### config.mk
export PLATFORM = sky130hd
export DESIGN_NAME = efc_shift_deser
export DESIGN_NICKNAME = d
export VERILOG_FILES = /design/src/rtl/efc_pkg.sv /design/src/rtl/efc_sreg.sv /design/src/rtl/efc_shift_deser.sv
export SDC_FILE = /design/constraint.sdc
export NUM_CORES = 1
export LEC_CHECK = 0
export CAP_MARGIN = 20
export CORE_MARGIN = 2
export CORE_UTILIZATION = 45
export CTS_CLUSTER_SIZE = 40
export DETAILED_ROUTE_END_ITERATION = 7
export DONT_BUFFER_PORTS = 1
export GPL_TIMING_DRIVEN = 0
export PLACE_DENSITY_LB_ADDON = 0.1
export SLEW_MARGIN = 5
export SYNTH_ARGS = -nofsm -noshare
export SYNTH_HDL_FRONTEND = slang
export SYNTH_SLANG_ARGS = --single-unit
### constraint.sdc
create_clock -name clk -period 3.85 [get_ports clk]
set_clock_uncertainty 0.15 [all_clocks]
set_input_delay 0.77 -clock clk [delete_from_list [all_inputs] [get_ports clk]]
set_output_delay 0.77 -clock clk [all_outputs]
set_load 0.005 [all_outputs]
### src/rtl/efc_pkg.sv
// Shared definitions for the efuse serial-to-parallel latch loader:
// FSM state encoding and the counter width helper.
package efc_pkg;

  typedef enum logic [2:0] {
    IDLE  = 3'd0,
    SHIFT = 3'd1,
    SETUP = 3'd2,
    OPEN  = 3'd3,
    HOLD  = 3'd4
  } efc_state_e;

  // Bits needed to count 0..n-1, never less than one.
  function automatic int efc_cw(input int n);
    return (n <= 2) ? 1 : $clog2(n);
  endfunction

endpackage

### src/rtl/efc_sreg.sv
// Serial word assembler: shifts in MSB-first bits and counts them.
// word presents the value shreg will hold after this cycle's transfer.
module efc_sreg
  import efc_pkg::*;
#(
  parameter int SIZE = 32
) (
  input  logic            clk,
  input  logic            rst,
  input  logic            clr,
  input  logic            shift_en,
  input  logic            sdata,
  output logic [SIZE-1:0] word,
  output logic            full
);

  localparam int CW = efc_cw(SIZE + 1);

  logic [SIZE-1:0] shreg;
  logic [CW-1:0]   bitcnt;

  assign word = shift_en ? {shreg[SIZE-2:0], sdata} : shreg;
  // High on the transfer that completes the word, so the FSM can leave SHIFT on that edge.
  assign full = shift_en && (bitcnt == CW'(SIZE - 1));

  always_ff @(posedge clk) begin
    if (rst) begin
      shreg  <= '0;
      bitcnt <= '0;
    end else if (clr) begin
      bitcnt <= '0;
    end else if (shift_en) begin
      shreg  <= word;
      bitcnt <= bitcnt + 1'b1;
    end
  end

endmodule

### src/rtl/efc_shift_deser.sv
// Loads NBANK efuse latch banks from a serial bit stream, one SIZE-bit word per bank,
// framing each active-low latch open with a setup and a hold cycle of stable lat_d.
module efc_shift_deser
  import efc_pkg::*;
#(
  parameter int SIZE  = 32,
  parameter int NBANK = 4
) (
  input  logic             clk,
  input  logic             rst,
  input  logic             start,
  input  logic             abort,
  input  logic             sdata,
  input  logic             sdata_vld,
  output logic             sdata_rdy,
  output logic [SIZE-1:0]  lat_d,
  output logic [NBANK-1:0] lat_c,
  output logic             busy,
  output logic             done
);

  localparam int BW = efc_cw(NBANK);

  efc_state_e      state;
  logic [BW-1:0]   bank;
  logic            last_bank;
  logic            shift_en;
  logic            clr;
  logic            full;
  logic [SIZE-1:0] word;

  // Handshake: a bit moves only on a cycle where sdata_vld && sdata_rdy are both high;
  // sdata_rdy depends on registered state only, and a bit offered alongside abort is dropped.
  assign sdata_rdy = (state == SHIFT);
  assign busy      = (state != IDLE);
  assign last_bank = (bank == BW'(NBANK - 1));
  assign shift_en  = sdata_rdy && sdata_vld && !abort;
  assign clr       = !abort && (((state == IDLE) && start) || ((state == HOLD) && !last_bank));

  efc_sreg #(.SIZE(SIZE)) u_sreg (
    .clk      (clk),
    .rst      (rst),
    .clr      (clr),
    .shift_en (shift_en),
    .sdata    (sdata),
    .word     (word),
    .full     (full)
  );

  always_ff @(posedge clk) begin
    if (rst) begin
      state <= IDLE;
      bank  <= '0;
      lat_d <= '0;
      done  <= 1'b0;
    end else begin
      done <= 1'b0;
      if (abort) begin
        state <= IDLE;
      end else begin
        case (state)
          IDLE: begin
            if (start) begin
              state <= SHIFT;
              bank  <= '0;
            end
          end
          SHIFT: begin
            if (full) begin
              state <= SETUP;
              lat_d <= word;
            end
          end
          SETUP: state <= OPEN;
          OPEN:  state <= HOLD;
          HOLD: begin
            if (last_bank) begin
              state <= IDLE;
              done  <= 1'b1;
            end else begin
              state <= SHIFT;
              bank  <= bank + 1'b1;
            end
          end
          default: state <= IDLE;
        endcase
      end
    end
  end

  always_comb begin
    lat_c = '1;
    for (int k = 0; k < NBANK; k++) begin
      lat_c[k] = !((state == OPEN) && (bank == BW'(k)));
    end
  end

endmodule

==> flow_results.org, run 1 <==
** Synth
- The Yosys step of the flow raised 0 warnings.
- Counting every net in the synthesized netlist gives between 300 and 400.
- Synthesis-stage register bit count :: 75
- For this run, the register share of the synthesized area comes to 0.520.
- The synthesized netlist occupies a cell area of ~0.0029 mm^2.
- Mapped Avg Cell Area :: slightly above 8 um^2
- After technology mapping, the gate count stands at 351.
- Cell types with the largest area share after synthesis :: sky130_fd_sc_hd__dfxtp_1, sky130_fd_sc_hd__nand2_1, sky130_fd_sc_hd__a21oi_1, sky130_fd_sc_hd__buf_6, sky130_fd_sc_hd__ha_1
- After synthesis, the netlist uses 34 different library cells.
- The largest total area in the synthesized netlist belongs to sky130_fd_sc_hd__dfxtp_1.
- Of the post-synthesis cell area, the dominant cell type holds 0.520.

** Worst setup path
- Startpoint Class :: flop
- Of all nets on the critical path, the largest fanout is 8.
- Worst R2R Start :: state[0]
- Kind of end point of the critical path :: primary output
- The setup check on the worst reg-to-reg path leaves a slack of ~1.8 ns.
- Arr. time, crit path :: ~1.4 ns
- At the worst endpoint, the required time is between 2 and 3 ns.
- Category of the most critical setup path :: reg -> out
- The worst register-to-register path has a depth of 7.
- Endpoint of the most critical register-to-register path :: u_sreg.shreg[4]

** Clock network
- After clock tree synthesis, the clock-pin slew on the worst setup and hold paths is around 0.07 ns.
- The number of hold buffers added after CTS was 0.
- In this run the deepest clock path goes through 2 buffers.
- Gates resized during post-CTS repair numbered 0.
- After clock tree synthesis, the setup repair step added 0 buffers.
- For the worst-skew pair, the clock arrives at the later sink with an insertion delay of ~0.35 ns.
- CTS H-tree depth :: 3
- Number of buffers inserted during clock tree synthesis :: 9
- The tree is rooted in a sky130_fd_sc_hd__clkbuf_8.
- Sink count of the clock tree :: 75
- TritonCTS built the clock tree.

** Floorplanning
- The core region is 0.00628 mm^2.
- The die is about 84 um tall.
- During I/O placement, the number of pins put on the boundary was between 40 and 50.
- The floorplan has 29 rows.
- From left edge to right edge, the die measures 84.1 um.
- The die covers around 0.007 mm^2.
- The initial utilization of the core area, before any placement, comes to 0.460.

** STA
- Worst-margin pin slew :: between 0.6 and 0.7 ns
- Adding up every negative setup slack in the final design gives 0 ns.
- Final Hold Violating Endpoints :: 0
- For this run, the top clock speed supported by timing is between 400 and 500 MHz.
- Unrepaired setup endpoints after global routing :: no
- Final critical path time including I/O delays and setup :: roughly 2.3 ns
- Fraction of the cycle the final worst path needs :: 0.609
- In the post-route analysis, the smallest setup slack over all paths is ~1.5 ns.
- Rel. slew slack :: 0.566
- Setup Viol. Count Final :: 0
- The tightest hold path in the finished design has a slack of 0.312 ns.
- Max-slew violation total from the final report :: 0

** Job
- Max-cap violations in this run came to 0.

** Route
- After detailed routing, the average wire length per cell comes to around 13 um.
- Post-route antenna net violation count :: 0
- DRT Pass-1 Iters :: 4
- For this run, design rule violations remaining after detail routing come to 0.
- After the first detailed-routing iteration, the DRC count stood at 57.
- In the routed layout, each cell is associated on average with a via count of between 4 and 5.
- The routed layout has between 2000 and 2500 vias.
- For this block, the routed nets add up to a little under 6 mm of wire.

** Global routing
- The initial antenna violation count was 0.
- First-pass GRT wire length :: between 9 and 10 mm
- Entering global routing, the biggest net connects 14 pins.
- The via count of the first global-routing pass is 2156.
- Global-route total usage across every layer :: 0.176
- Grt total ovfl :: 0

** Min path
- The startpoint identified for the worst hold timing path is u_sreg.shreg[30].
- Worst min path class :: reg -> reg
- Hold path endpoint :: lat_d[31]
- Counting instances, the worst hold path has a depth of 2.

** Pwr
- Portion of total power attributed to sequential cells :: 0.502
- The analysis attributes to net switching a power of approximately 0.32 mW.
- Across the VDD grid, the largest voltage drop is 0.000284 V.
- The share of total power dissipated in combinational logic is 0.020.
- The share of total power dissipated in the clock network is 0.478.
- Int Power :: 1.23 mW
- Power spread over the standard cell area amounts to 478 mW/mm^2.
- Power Total :: ~1.5 mW
- Lkg Pwr :: about 1.1 nW
- Switching Share :: 0.204

** Cells and area
- Net total in the final layout :: between 300 and 400
- Excluding fillers, the count of instances in the completed layout stands at 444.
- Commonest cells after routing, fill and taps aside :: sky130_fd_sc_hd__nand2_1, sky130_fd_sc_hd__dfxtp_1, sky130_fd_sc_hd__a21oi_1
- Post-Layout Inst Area :: approximately 0.0032 mm^2
- Relative area change from synthesis to final layout :: 12.0%
- Antenna diodes :: 0
- FILL cells :: 630
- Of the cells placed in the final design, the portion with a size suffix greater than 1 is 0.0926.
- Commonest non-fill, non-tap cell in the layout :: sky130_fd_sc_hd__nand2_1
- Final core utilization :: 0.515

** Place
- Number of input and output port buffers inserted :: 0
- Including well taps, the total number of placed cells is ~430.
- Timing analysis after detailed placement gives a worst setup slack of about 1.6 ns.
- Placer congestion estimate :: 0.738
- In this run the cell area measured after placement is a little under 0.003 mm^2.
- Half-perimeter wire length after detailed placement :: just over 4 mm

** Status
- Run status :: finished, final reports clean
-- synthesized netlist by cell type --
cell type and count:
sky130_fd_sc_hd__a2111oi_0 1, sky130_fd_sc_hd__a21oi_1 57, sky130_fd_sc_hd__a21oi_2 7, sky130_fd_sc_hd__and2_1 2
sky130_fd_sc_hd__and3_1 2, sky130_fd_sc_hd__and3b_1 2, sky130_fd_sc_hd__and4_1 1, sky130_fd_sc_hd__and4b_1 2
sky130_fd_sc_hd__buf_2 1, sky130_fd_sc_hd__buf_4 1, sky130_fd_sc_hd__buf_6 6, sky130_fd_sc_hd__clkbuf_1 15
sky130_fd_sc_hd__dfxtp_1 75, sky130_fd_sc_hd__ha_1 5, sky130_fd_sc_hd__inv_1 2, sky130_fd_sc_hd__inv_2 1
sky130_fd_sc_hd__mux2_2 1, sky130_fd_sc_hd__mux2i_1 1, sky130_fd_sc_hd__nand2_1 135, sky130_fd_sc_hd__nand2b_1 2
sky130_fd_sc_hd__nand3_1 2, sky130_fd_sc_hd__nand3b_1 3, sky130_fd_sc_hd__nor2_1 9, sky130_fd_sc_hd__nor2b_1 2
sky130_fd_sc_hd__nor3_1 3, sky130_fd_sc_hd__nor3b_4 1, sky130_fd_sc_hd__nor4_1 1, sky130_fd_sc_hd__o211a_1 1
sky130_fd_sc_hd__o21a_1 1, sky130_fd_sc_hd__o21ai_1 1, sky130_fd_sc_hd__o32ai_1 1, sky130_fd_sc_hd__or3_1 1
sky130_fd_sc_hd__or3b_1 1, sky130_fd_sc_hd__xnor2_1 5
-- layout make-up --
class	instances	area, um^2	area share
flip-flops and latches	75	1500	0.464
multi-input cells	250	1240	0.383
clock buffers	10	138	0.0426
plain buffers	23	136	0.0422
clock inverters	6	113	0.0348
well taps	77	96.3	0.0298
inverters	3	11.3	0.00348
-- worst max path at each step --
stage | slack [ns] | depth (start not counted) | end | from
after global placement | 1.67 | 4 | lat_d[3] | rst
after CTS | 1.50 | 3 | sdata_rdy | state[0]
after global routing | 1.41 | 3 | sdata_rdy | state[0]
after detailed placement | 1.62 | 4 | lat_d[7] | rst
final | 1.50 | 3 | sdata_rdy | state[0]
after floorplan | 1.98 | 3 | sdata_rdy | state[0]
-- routing by layer --
| layer | track usage | vias to the layer above | wire length [um] |
|---|---|---|---|
| li1 | - | 1165 | - |
| met1 | 0.229 | 998 | 2850 |
| met2 | 0.269 | 46 | 2490 |
| met3 | 0.0554 | 10 | 320 |
| met4 | 0.0792 | 0 | 129 |
| met5 | 0 | - | 0 |
-- state kept, by name (all words and copies together) (netlist names) --
| name | count |
|---|---|
| lat_d | 32 |
| u_sreg.shreg | 31 |
| u_sreg.bitcnt | 6 |
| state | 3 |
| bank | 2 |
| done | 1 |
-- power groups by stage --
stage                     sequential [mW]  clock (mW)  combinational, mW
after floorplan                     0.795           0             0.0231
after global placement              0.795           0             0.0315
after detailed placement            0.795           0             0.0313
after CTS                           0.777       0.756             0.0314
after global routing                0.777       0.785             0.0346
final                               0.777       0.739             0.0308
-- cells by family (layout without fill, tap and decap cells) --
kind of cell	after synthesis	in the layout	synth area share
AO/OA/AOI/OAI	69	69	0.134
XOR/XNOR	5	5	0.0152
adder cells (fa/ha/maj)	5	5	0.0217
buffers and inverters	26	42	0.0511
flip-flops	75	75	0.520
multiplexers	2	2	0.00737
AND/OR/NAND/NOR	169	169	0.251
-- worst max-delay path: stages (launching register included) --
cell and delay (ns):
sky130_fd_sc_hd__dfxtp_1 0.44, sky130_fd_sc_hd__or3b_1 0.37, sky130_fd_sc_hd__buf_2 0.17, sky130_fd_sc_hd__inv_2 0.10
No activity file was read; power rests on OpenSTA's default activity.
==> run 2, diff against run 1 <==
==> constraint.sdc (replaced) <==
create_clock -name clk -period 2.45 [get_ports clk]
set_clock_uncertainty 0.15 [all_clocks]
set_input_delay 0.49 -clock clk [delete_from_list [all_inputs] [get_ports clk]]
set_output_delay 0.49 -clock clk [all_outputs]
set_load 0.005 [all_outputs]
==> results of run 2 <==
The final DEF is identical to that of run 1. Status: finished, final reports clean.
Main changes from that run: setup slack after placement 1.62 ns -> 0.389 ns; setup slack after layout 1.50 ns -> 0.380 ns; hold slack 0.312 ns -> 0.0800 ns; end point of the critical path sdata_rdy -> u_sreg.shreg[4]; register-to-register setup slack 1.78 ns -> 0.38 ns; end point of the worst hold path lat_d[31] -> state[1]; total power 1.55 mW -> 2.43 mW; worst IR drop on VDD 0.000284 V -> 0.000446 V
==> run 3, diff against run 2 <==
==> constraint.sdc (replaced) <==
create_clock -name clk -period 1.8 [get_ports clk]
set_clock_uncertainty 0.15 [all_clocks]
set_input_delay 0.36 -clock clk [delete_from_list [all_inputs] [get_ports clk]]
set_output_delay 0.36 -clock clk [all_outputs]
set_load 0.005 [all_outputs]
==> flow_results.org, run 3 (synthesis results as in run 1) <==
** Route
- The detailed router put a total of about 2.9 mm of wire on met1.
- For this run, the detailed router's first-pass iteration total came to 4.
- The first routing iteration left 70 violations.
- Total DRC errors in the routed layout :: 0
- The count of nets left with antenna violations once routing finished came out at 0.
- Via count :: between 2000 and 2500
- Signal routing reaches up to met4.
- Routed wire per std cell :: roughly 13 um
- Dividing the detail-routed via count by the number of cells gives ~5.1.
- Wires add up to roughly 6 mm.
- Wire segments on met3 add up to approximately 310 um in the final route.
- Wire length on met2 :: between 2 and 3 mm

** Place
- After detailed placement, the total cell area comes to roughly 0.0030 mm^2.
- Half-perimeter wire length after detailed placement :: approximately 4.0 mm
- Worst Setup Slack post-DPL :: -0.261 ns
- Number of input and output port buffers inserted :: 0
- Routability-driven placement finished with a final weighted congestion of 0.738.

** STA
- Final Hold Violating Endpoints :: 0
- Unrepaired setup endpoints after global routing :: yes
- Setup slack on the critical path of the routed design comes to 0.0580 ns.
- After routing, the total negative slack on setup checks comes to 0 ns.
- Max Clk Rate :: 574 MHz
- Setup violations remaining at the end of the flow were counted as 0.
- The worst pin sits at a relative slew slack of 0.534.
- In the finished design, the share of the clock period the worst path needs comes to 0.968.
- The worst path in the final design needs a cycle of between 1.5 and 2 ns, including I/O delays and setup.
- Worst-margin pin slew :: about 0.7 ns
- Hold Worst Slack :: around 0.024 ns
- The number of slew-limit violations in the final report is 0.

** Cells and area
- Largest reg by FF count :: lat_d
- Commonest non-fill, non-tap cell in the layout :: sky130_fd_sc_hd__nand2_1
- Flip-flop count of the largest register, all copies and words added :: 32
- Relative to the synthesized area, the layout overhead comes to 21.1%.
- Post-Layout Inst Area :: 0.00350 mm^2
- The largest registers in the layout are lat_d x32, u_sreg.shreg x31, u_sreg.bitcnt x6.
- Of the cells placed in the final design, the portion with a size suffix greater than 1 is 0.181.
- At the end of the flow, the number of nets in the layout was between 300 and 400.
- The repair_antennas step left the layout with diodes totalling 0.
- Commonest cells after routing, fill and taps aside :: sky130_fd_sc_hd__nand2_1, sky130_fd_sc_hd__dfxtp_1, sky130_fd_sc_hd__a21oi_1
- FILL cells :: 600

** Worst setup path
- STA classifies the critical path endpoint as a primary output.
- For flop-to-flop paths, the worst setup slack is 0.09 ns.
- The worst setup path is launched from a flop.
- For the worst setup path, the data required time is about 1.3 ns.
- Arr. time, crit path :: 1.23 ns
- In this run the critical register-to-register path is launched from state[0].
- Peak fanout along the critical path :: 10
- Crit path launch :: state[2]
- Category of the most critical setup path :: reg -> out

** Floorplanning
- The die is roughly 84 um tall.
- Core Area :: roughly 0.0063 mm^2
- From left edge to right edge, the die measures ~84 um.
- In this run the core area contains 29 standard-cell rows.
- Total Die Area :: roughly 0.007 mm^2
- For this configuration, the core starts out at a cell density of 0.460.
- Ports :: 45

** Global routing
- Summed over all layers, the global routing overflow is 0.
- The via count of the first global-routing pass was ~2200.
- In the global route stage, overall resource usage came out at 0.183.
- Entering global routing, the biggest net connects 14 pins.
- First-pass GRT wire length :: 10.3 mm
- Number of antenna violations at the first check in global routing :: 0

** Pwr
- Internal power comes to about 2.6 mW.
- Of the total power, the share spent switching nets is 0.203.
- Combinational power share :: 0.026
- Portion of total power attributed to sequential cells :: 0.500
- The analysis attributes to cell leakage a power of between 1 and 1.5 nW.
- Clock Power Share :: 0.474
- Pwr/cell area :: approximately 950 mW/mm^2
- VDD sags by at most a little over 0.0006 V.
- Switching power of the nets :: 0.673 mW

** Min path
- The tightest min-delay check is of the in -> reg type.
- In this run the most critical hold path is launched from start.

** Clock network
- Sink count of the clock tree :: 75
- At the later pin of the worst-skew pair, clock insertion delay measures roughly 0.35 ns.
- Clock-pin slew was measured on the worst setup and hold paths at ~0.070 ns.
- Max clock buf depth :: 2
- The H-tree generated during clock tree synthesis spans 3 levels.
- TritonCTS built the clock tree.
- CTS placed an instance of sky130_fd_sc_hd__clkbuf_8 at the clock tree root.
- Counting the buffers created by CTS gives 9.

** Job
- Max-cap viol count :: 0

** Status
- The run finished with clean final reports.
[run 3: changes by cell type in the layout (fill, tap and decap cells not counted), sizes merged]
cell         previous run  this run
buf                     8        14
dlygate4sd3             0         2
clkbuf                 25        26
[run 3: critical path, cell delays in order (launching register included)]
cell	delay, ns
sky130_fd_sc_hd__dfxtp_2	0.32
sky130_fd_sc_hd__clkbuf_4	0.17
sky130_fd_sc_hd__or3_4	0.40
[run 3: area by class of cell]
class,count,area (um^2),share of cell area
clock inverters,6,113,0.0322
inverters,3,13.8,0.00394
well taps,77,96.3,0.0275
repair buffers,11,135,0.0386
multi-input cells,250,1300,0.372
clock buffers,10,138,0.0394
flip-flops and latches,75,1510,0.432
plain buffers,21,191,0.0547
[run 3: timing repair]
action,4_1_cts,5_1_grt
pin swaps,2,2
setup buffers,6,1
endpoints found under the setup margin,70,66
endpoints found under the hold margin,3,0
hold buffers,2,0
resized for setup,29,23
gates cloned,0,2
[run 3: routing by layer]
metal,vias to the layer above,global-route usage
li1,1183,-
met1,1064,0.232
met2,47,0.287
met3,9,0.0564
met4,0,0.0792
met5,-,0
[run 3: stage by stage]
stage / power (mW) / utilization / cells
after detailed placement: 1.77 / 0.475 / 428
after floorplan: 1.75 / - / 351
after global placement: 1.77 / 0.475 / 428
final: 3.32 / 0.557 / 453
after CTS: 3.36 / 0.541 / 452
after global routing: 3.43 / 0.557 / 453
[run 3: power by group through the flow]
stage	Combinational [mW]	Sequential, mW	Clock, mW
final	0.0870	1.66	1.57
after detailed placement	0.0669	1.70	0
after floorplan	0.0494	1.70	0
after CTS	0.0833	1.66	1.62
after global placement	0.0673	1.70	0
after global routing	0.0971	1.66	1.68
[run 3: path summary, 6_finish.rpt]
| path | to | cells after the start |
|---|---|---|
| hold reg to reg | u_sreg.shreg[22] | 2 |
| setup reg to reg | lat_d[4] | 6 |
| setup / recovery | busy | 2 |
| hold / removal | state[0] | 1 |
